File: src/rtl/morse_encoder.sv
// morse_encoder: turns one ASCII character per valid/ready handshake into an
// on/off Morse keying signal (dot 1 unit, dash 3, element gap 1, letter gap 3,
// word gap 4 after the letter gap for a total of 7).
// Optional feature macro: MORSE_DIGITS_EN enables '0'-'9' as 5-element codes;
// without it digits take the unsupported-character path and patterns are
// only 4 elements wide.
module morse_encoder #(
    parameter int UNIT_CYCLES = 12_500_000
) (
    input  logic       clk,
    input  logic       reset,
    input  logic [7:0] letter,
    input  logic       valid,
    output logic       ready,
    output logic       signal,
    output logic       done,
    output logic       err
);

    localparam int CNT_W = $clog2(UNIT_CYCLES * 3);
`ifdef MORSE_DIGITS_EN
    localparam int PAT_W = 5;
`else
    localparam int PAT_W = 4;
`endif

    // Counter reload values: the counter runs down to zero, so N units
    // load N*UNIT_CYCLES-1. The 4-unit word gap is split into 3+1 units so
    // the reload never exceeds the 3-unit terminal count.
    localparam logic [CNT_W-1:0] LOAD_1 = CNT_W'(UNIT_CYCLES - 1);
    localparam logic [CNT_W-1:0] LOAD_3 = CNT_W'(3 * UNIT_CYCLES - 1);

    typedef enum logic [2:0] {
        S_IDLE,
        S_MARK,
        S_ELEM_GAP,
        S_LETTER_GAP,
        S_WORD_GAP
    } state_t;

    // Letter table, index 0 = 'A'. Returns {length[2:0], pattern[3:0]} with
    // the pattern left-aligned (first element in bit 3, 1 = dash).
    function automatic logic [6:0] letter_code(input logic [4:0] idx);
        logic [6:0] code;
        case (idx)
            5'd0:    code = {3'd2, 4'b0100}; // A .-
            5'd1:    code = {3'd4, 4'b1000}; // B -...
            5'd2:    code = {3'd4, 4'b1010}; // C -.-.
            5'd3:    code = {3'd3, 4'b1000}; // D -..
            5'd4:    code = {3'd1, 4'b0000}; // E .
            5'd5:    code = {3'd4, 4'b0010}; // F ..-.
            5'd6:    code = {3'd3, 4'b1100}; // G --.
            5'd7:    code = {3'd4, 4'b0000}; // H ....
            5'd8:    code = {3'd2, 4'b0000}; // I ..
            5'd9:    code = {3'd4, 4'b0111}; // J .---
            5'd10:   code = {3'd3, 4'b1010}; // K -.-
            5'd11:   code = {3'd4, 4'b0100}; // L .-..
            5'd12:   code = {3'd2, 4'b1100}; // M --
            5'd13:   code = {3'd2, 4'b1000}; // N -.
            5'd14:   code = {3'd3, 4'b1110}; // O ---
            5'd15:   code = {3'd4, 4'b0110}; // P .--.
            5'd16:   code = {3'd4, 4'b1101}; // Q --.-
            5'd17:   code = {3'd3, 4'b0100}; // R .-.
            5'd18:   code = {3'd3, 4'b0000}; // S ...
            5'd19:   code = {3'd1, 4'b1000}; // T -
            5'd20:   code = {3'd3, 4'b0010}; // U ..-
            5'd21:   code = {3'd4, 4'b0001}; // V ...-
            5'd22:   code = {3'd3, 4'b0110}; // W .--
            5'd23:   code = {3'd4, 4'b1001}; // X -..-
            5'd24:   code = {3'd4, 4'b1011}; // Y -.--
            5'd25:   code = {3'd4, 4'b1100}; // Z --..
            default: code = 7'd0;
        endcase
        return code;
    endfunction

`ifdef MORSE_DIGITS_EN
    // Digit table, index 0 = '0'; all digits are exactly 5 elements.
    function automatic logic [4:0] digit_code(input logic [3:0] idx);
        logic [4:0] code;
        case (idx)
            4'd0:    code = 5'b11111;
            4'd1:    code = 5'b01111;
            4'd2:    code = 5'b00111;
            4'd3:    code = 5'b00011;
            4'd4:    code = 5'b00001;
            4'd5:    code = 5'b00000;
            4'd6:    code = 5'b10000;
            4'd7:    code = 5'b11000;
            4'd8:    code = 5'b11100;
            4'd9:    code = 5'b11110;
            default: code = 5'b00000;
        endcase
        return code;
    endfunction
`endif

    state_t             r_state;
    logic [CNT_W-1:0]   r_count;
    logic [PAT_W-1:0]   r_pattern;
    logic [2:0]         r_remain;
    logic               r_word_tail;
    logic               r_ready;
    logic               r_signal;
    logic               r_done;
    logic               r_err;

    logic [7:0]         w_upper;
    logic [6:0]         w_code;
    logic               w_supported;
    logic               w_space;
    logic [2:0]         w_len;
    logic [PAT_W-1:0]   w_pat;
    logic               w_count_end;

    assign w_count_end = (r_count == '0);

    // Decode the presented character into pattern, length and class.
    always_comb begin
        w_upper     = letter;
        w_code      = 7'd0;
        w_supported = 1'b0;
        w_space     = 1'b0;
        w_len       = 3'd0;
        w_pat       = '0;
        if (letter >= 8'h61 && letter <= 8'h7A) begin
            w_upper = letter - 8'h20;
        end
        if (letter == 8'h20) begin
            w_supported = 1'b1;
            w_space     = 1'b1;
        end else if (w_upper >= 8'h41 && w_upper <= 8'h5A) begin
            w_code      = letter_code(5'(w_upper - 8'h41));
            w_supported = 1'b1;
            w_len       = w_code[6:4];
`ifdef MORSE_DIGITS_EN
            w_pat       = {w_code[3:0], 1'b0};
`else
            w_pat       = w_code[3:0];
`endif
        end
`ifdef MORSE_DIGITS_EN
        else if (letter >= 8'h30 && letter <= 8'h39) begin
            w_supported = 1'b1;
            w_len       = 3'd5;
            w_pat       = digit_code(4'(letter - 8'h30));
        end
`endif
    end

    // Keying FSM: all outputs registered, counter reloaded on each state entry.
    always_ff @(posedge clk) begin
        if (reset) begin
            r_state     <= S_IDLE;
            r_count     <= '0;
            r_pattern   <= '0;
            r_remain    <= 3'd0;
            r_word_tail <= 1'b0;
            r_ready     <= 1'b1;
            r_signal    <= 1'b0;
            r_done      <= 1'b0;
            r_err       <= 1'b0;
        end else begin
            r_done <= 1'b0;
            r_err  <= 1'b0;
            case (r_state)
                S_IDLE: begin
                    if (valid && r_ready) begin
                        if (!w_supported) begin
                            r_done <= 1'b1;
                            r_err  <= 1'b1;
                        end else if (w_space) begin
                            r_state     <= S_WORD_GAP;
                            r_count     <= LOAD_3;
                            r_word_tail <= 1'b0;
                            r_ready     <= 1'b0;
                        end else begin
                            r_state   <= S_MARK;
                            r_signal  <= 1'b1;
                            r_ready   <= 1'b0;
                            r_count   <= w_pat[PAT_W-1] ? LOAD_3 : LOAD_1;
                            r_pattern <= w_pat << 1;
                            r_remain  <= w_len - 3'd1;
                        end
                    end
                end
                S_MARK: begin
                    if (w_count_end) begin
                        r_signal <= 1'b0;
                        if (r_remain != 3'd0) begin
                            r_state <= S_ELEM_GAP;
                            r_count <= LOAD_1;
                        end else begin
                            r_state <= S_LETTER_GAP;
                            r_count <= LOAD_3;
                        end
                    end else begin
                        r_count <= r_count - 1'b1;
                    end
                end
                S_ELEM_GAP: begin
                    if (w_count_end) begin
                        r_state   <= S_MARK;
                        r_signal  <= 1'b1;
                        r_count   <= r_pattern[PAT_W-1] ? LOAD_3 : LOAD_1;
                        r_pattern <= r_pattern << 1;
                        r_remain  <= r_remain - 3'd1;
                    end else begin
                        r_count <= r_count - 1'b1;
                    end
                end
                S_LETTER_GAP: begin
                    if (w_count_end) begin
                        r_state <= S_IDLE;
                        r_ready <= 1'b1;
                        r_done  <= 1'b1;
                    end else begin
                        r_count <= r_count - 1'b1;
                    end
                end
                S_WORD_GAP: begin
                    if (w_count_end) begin
                        if (!r_word_tail) begin
                            r_count     <= LOAD_1;
                            r_word_tail <= 1'b1;
                        end else begin
                            r_state <= S_IDLE;
                            r_ready <= 1'b1;
                            r_done  <= 1'b1;
                        end
                    end else begin
                        r_count <= r_count - 1'b1;
                    end
                end
                default: begin
                    r_state  <= S_IDLE;
                    r_ready  <= 1'b1;
                    r_signal <= 1'b0;
                end
            endcase
        end
    end

    assign ready  = r_ready;
    assign signal = r_signal;
    assign done   = r_done;
    assign err    = r_err;

endmodule

File: config.mk
export PLATFORM = sky130hd
export DESIGN_NAME = morse_encoder
export DESIGN_NICKNAME = d
export VERILOG_FILES = /design/src/rtl/morse_encoder.sv
export SDC_FILE = /design/constraint.sdc
export NUM_CORES = 1
export LEC_CHECK = 0
export BUFFER_PORTS_ARGS = -buffer_cell sky130_fd_sc_hd__buf_2
export CAP_MARGIN = 0
export CORE_ASPECT_RATIO = 0.7
export CORE_MARGIN = 4
export CORE_UTILIZATION = 56
export DETAILED_ROUTE_END_ITERATION = 6
export PLACE_DENSITY_LB_ADDON = 0.3
export SLEW_MARGIN = 40
export SYNTH_ARGS = -nofsm -noshare
export SYNTH_HDL_FRONTEND = slang
export SYNTH_SLANG_ARGS = --single-unit
File: constraint.sdc
create_clock -name clk -period 3.9 [get_ports clk]
set_input_delay 0.78 -clock clk [delete_from_list [all_inputs] [get_ports clk]]
set_output_delay 0.78 -clock clk [all_outputs]
set_load 0.01 [all_outputs]
==> results.toml, run 1 <==
[status]
status = "finished, final reports clean"

[yosys]
synth_cells = 424
synthTopCellsByArea = "dfxtp_1 (24%), nor2_1 (4.0%), a21oi_1 (4.0%)"
syn_area_sq_mm = 0.00329
synth_common_cells = "dfxtp_1 (40), nor2_1 (35), nand2_1 (33)"
syn_area_per_cell_sq_um = 7.77
synth_enable_flop_cells = 0
yosysTopAreaCell = "dfxtp_1"
synth_warnings = 0
synth-seq-cells = 40
async_flop_share_pct = 0
synthMostInstantiatedCell = "dfxtp_1"
ys_seq_area_share_pct = 24.3
synth.distinct_cells = 75
syn-num-nets = 445
yosysTopAreaCellShare_pct = 24.3
ys.flop_type = "dfxtp_1"

[cts]
clockRootBuffer = "clkbuf_8"
post_cts_buffers = 0
clk_path_buf_depth = 2
ctsResizeCount = 0
htree_levels = 2
cts_sinks = 40
numCtsBuffers = 5
cts.clk_slew.worst_paths_ns = 0.08
ctsHoldBuffers = 0
cts_tree = "done"
worstSkewPairLatency_ns = 0.30

[detailed_routing]
ant_nets = 0
drc_errors = 0
dr.pass1.iters = 7
vias_per_cell = 6.85
drt_iter0_markers = 400
wl_per_cell_microns = 17.8
wl_microns = 8900
vias = 3424

[worst_setup_path]
crit_path_end = "r_count[22]"
r2r_start = "r_count[10]"
cp-start-kind = "input pin"
critical_path_arrival_ns = 3.48
r2r_end = "r_count[22]"
rr_worst_depth = 6
critPathMaxFanout = 18
critPathCaptureType = "flip-flop"
required_ns = 4.15
r2r_setup_slack_ns = 0.67
crit_start = "letter[0]"
path_class = "input pin to flip-flop"

[floorplan]
fp.dieH_microns = 72.2
start_util_pct = 57.8
die_x_microns = 99.7
ios = 15
dieArea_sq_mm = 0.00719
core-area_sq_mm = 0.00570
std_cell_rows = 23

[layout]
num_antenna_cells = 0
syn_to_final_growth_pct = 7.14
final_layout_size_suffix_gt1_share_pct = 12.2
final_cells = 500
final_nets = 445
final_cell_area_sq_mm = 0.00353

[timing]
setup_viol = 0
slew_viol_final = 0
hold_viol = 0
finalCritPeriodShare_pct = 82.9
tightest_slew_ns = 0.771
rsz0062_at_grt = "no"
clock_skew_ns = 0.00756
relSlewSlack_pct = 48.6
setup_tns_ns = 0
finalCriticalPeriod_ns = 3.23
max_freq_mhz = 309
setup_ws_ns = 0.667

[global_route]
grt_overflow = 0
grt_pass1_vias = 2929
track_usage_pct = 24.8
grt_max_degree = 29
grt_pass1_wl_microns = 14600
antenna_found_initial = 0

[placement]
post_dp_cell_area_sq_mm = 0.00340
dpl_worst_slack_ns = 0.399
dpl.hpwl_microns = 6400
io_buffers = 14
placed_cells = 492
gp_congestion = 1.00

[power]
pwr_density_cell_mw_per_mm2 = 726
leakage_uw = 0.00130
total_power_uw = 2560
peakVddDrop_mv = 0.452

[worst_hold_path]
hold_class = "flip-flop to flip-flop"
hold_path_depth = 2

[job]
drv_cap = 0
[sequential cells by signal (all words and copies together) (netlist names)]
name and cells:
signal 1, ready 1, r_state 3, r_pattern 3
err 1, r_count 26, r_word_tail 1, r_remain 3
done 1
[where the power goes]
group	internal, uW	switching (uW)
clock network	226	153
registers	526	163
logic	544	950
total	1300	1270
[area by class of cell]
cell class	instances	area, sq um
inverter	14	52.6
fill	497	2170
clock inverter	1	30.0
multi-input combinational	339	2310
timing repair buffer	24	145
tap	75	93.8
sequential	40	801
clock buffer	7	96.3
[cells by family after synthesis]
group           share of synthesized area (%)
compound gates                           31.7
buf+inv                                  5.93
simple gates                             28.5
mux                                      2.28
flops                                    24.3
xor+xnor                                 3.46
fa+ha+maj                                3.80
[how the worst min path moves through the flow]
stage	from	endpoint	slack, ns
final	r_remain[0]	r_remain[0]	0.48
after global routing	r_remain[0]	r_remain[0]	0.50
after CTS	r_remain[0]	r_remain[0]	0.48
after detailed placement	r_remain[0]	r_remain[0]	0.46
after global placement	r_pattern[1]	r_pattern[1]	0.44
after floorplan	r_pattern[1]	r_pattern[1]	0.43
[critical path, cell delays in order]
cell	delay, ns
buf_2	0.10
inv_1	0.12
ha_1	0.19
or3b_2	0.53
o311a_1	0.35
a31oi_2	0.36
or3_1	0.56
o21ai_2	0.21
o21ba_1	0.27
[cells in the final DEF (no fill, tap or decap), types with 8 or more instances in the layout]
master     n
nor2_1    35
a21oi_1   26
o21ai_0   20
inv_1     14
nor4_1    16
dfxtp_1   40
ha_1      10
nor3_1    16
buf_2     14
xnor2_1   10
nand2_1   33
or3_1      9
o221a_1    8
nand2b_1  10
buf_4     10
and3_1     8
[stage by stage]
step / hold slack (ns) / utilization, %
finish: 0.476 / 61.9
global route: 0.498 / 61.9
CTS: 0.477 / 61.8
detailed placement: 0.463 / 59.6
global placement: 0.441 / 59.6
floorplan: 0.432 / -
[metal layers]
| metal | up-vias | global-route usage (%) | wire, microns |
|---|---|---|---|
| li1 | 1620 | - | - |
| met1 | 1601 | 39.4 | 4420 |
| met2 | 189 | 33.0 | 3420 |
| met3 | 14 | 6.44 | 981 |
| met4 | 0 | 5.30 | 86 |
| met5 | - | 0 | 0 |
Power figures use the tool's default switching activity.
==> run 2: changes to the inputs <==
- ABC_AREA: not set -> 1
- clock period: 3.9 -> 2.9 ns (I/O delays scaled with it)
==> results.toml, run 2 <==
[yosys]
synth-seq-cells = 40
ys_seq_area_share_pct = 25.8
synthTopCellsByArea = "dfxtp_1 (26%), nand2_1 (14%), nor2_1 (7.6%)"
synth_enable_flop_cells = 0
synth_common_cells = "nand2_1 (114), nor2_1 (63), inv_1 (44)"
synth_cells = 483
yosysTopAreaCellShare_pct = 25.8
async_flop_share_pct = 0
ys.flop_type = "dfxtp_1"
syn_area_per_cell_sq_um = 6.43
synth.distinct_cells = 38
synthMostInstantiatedCell = "nand2_1"
syn-num-nets = 504
synth_warnings = 0
syn_area_sq_mm = 0.00311
yosysTopAreaCell = "dfxtp_1"

[layout]
multi_input_area_sq_mm = 0.00206
largest_register_ffs = 26
top_register = "r_count"
syn_to_final_growth_pct = 8.25
final_nets = 523
regArea_sq_um = 801
finalCoreUtilization_pct = 63.3
num_antenna_cells = 0
most-common-layout-cells = "nand2_1 (114), nor2_1 (63), inv_1 (44)"
nFillCells = 524
final_layout_size_suffix_gt1_share_pct = 13.9
final_common_cell = "nand2_1"

[timing]
hold_viol = 0
finalCriticalPeriod_ns = 2.41
relSlewSlack_pct = 45.2
tightest_slew_ns = 0.822
rsz0062_at_grt = "no"
finalCritPeriodShare_pct = 83.2
max_freq_mhz = 415
setup_viol = 0
slew_viol_final = 0
clock_skew_ns = 0.00724
setup_tns_ns = 0

[cts]
cts.clk_slew.worst_paths_ns = 0.08
post_cts_buffers = 0
cts_sinks = 40
ctsHoldBuffers = 0
htree_levels = 2
cts_tree = "done"
numCtsBuffers = 5
worstSkewPairLatency_ns = 0.30
ctsResizeCount = 0
clockRootBuffer = "clkbuf_8"
clk_path_buf_depth = 2

[worst_setup_path]
path_class = "input pin to flip-flop"
required_ns = 3.11
critical_path_arrival_ns = 2.62
r2r_setup_slack_ns = 0.75
r2r_start = "r_state[2]"
cp_top_family = "compound AO/OA/AOI/OAI gates"
path_buf_inv = 5
critPathMaxFanout = 10
critPathCaptureType = "flip-flop"
crit_top_cell = "nand2_1"
slowest_stage = "o21ai_0"
crit_start = "letter[0]"
worstPathCellList = "buf_2 > inv_2 > ha_1 > inv_1 > nand2_1 > nand2_1 > o21ai_0 > o211ai_1 > a32oi_1 > ha_1 > inv_1 > nand2_1 > nand3_1 > nand2_1 > inv_1"
cp-start-kind = "input pin"
slowest_delay_ns = 0.33

[detailed_routing]
drt_iter0_markers = 326
dr.pass1.iters = 7
vias = 3186
wl_microns = 7730
drc_errors = 0
wl_per_cell_microns = 13.4
vias_per_cell = 5.54
ant_nets = 0

[global_route]
grt_pass1_vias = 2665
antenna_found_initial = 0
track_usage_pct = 22.9
grt_overflow = 0
grt_pass1_wl_microns = 13000
grt_max_degree = 27

[placement]
gp_congestion = 0.963
io_buffers = 14
dpl.hpwl_microns = 5900

[status]
status = "finished, final reports clean"

[floorplan]
fp.dieH_microns = 70.3
std_cell_rows = 22
core-area_sq_mm = 0.00531
start_util_pct = 58.5
ios = 15
dieArea_sq_mm = 0.00682
die_x_microns = 97.0

[worst_hold_path]
hold_class = "flip-flop to flip-flop"
hold_path.startpoint = "r_count[0]"

[job]
drv_cap = 0
[run 2: changes by cell type in the layout (fill, tap and decap cells not counted), moves of 8 or more]
cell	change
o221a_1	-8
nor2_2	+8
and3_1	-8
nor4_1	-16
nand2b_1	-10
inv_1	+30
nand2_1	+81
nor3_1	-10
nand3_1	+31
inv_2	+8
nor2_1	+28
xor2_1	+10
or3_1	-9
o21ai_0	+18
[run 2: cells by family after synthesis]
kind of cell	count (synthesis)	share of synthesized area [%]
buffers and inverters	60	8.09
and+or+nand+nor	255	38.6
xor gates and xnor gates	19	5.35
DFF	40	25.8
adders and majority gates	10	4.03
AOI/OAI and AO/OA	99	18.1
[run 2: path summary, 6_finish.rpt]
check | endpoint | cells past startpoint
max | r_remain[2] | 15
max reg2reg | r_remain[2] | 12
min | r_count[0] | 1
min reg2reg | r_count[0] | 1
[run 2: per-stage QoR]
stage | instance area, sq um | std cells | hold WS (ns) | setup slack [ns]
after floorplan | 3110 | 483 | 0.426 | 0.545
after global placement | 3250 | 567 | 0.441 | 0.287
after detailed placement | 3250 | 567 | 0.448 | 0.226
after CTS | 3360 | 575 | 0.460 | 0.533
after global routing | 3360 | 575 | 0.496 | 0.268
final | 3360 | 575 | 0.453 | 0.488
[run 2: cell type report]
type | instances | area share [%]
timing repair buffer | 18 | 2.98
multi-input combinational | 383 | 61.1
tap | 72 | 2.68
clock inverter | 3 | 1.26
sequential | 40 | 23.8
clock buffer | 5 | 2.05
inverter | 54 | 6.14
[run 2: metal layers]
metal	wire [microns]	track usage, %
met5	0	0
met4	69	5.14
met3	601	4.19
met2	3040	30.9
met1	4020	36.7
Power of run 2 is left out: the tool's default activity adds up to more than one toggle a clock period on the data nets, which glitch-free logic cannot reach.
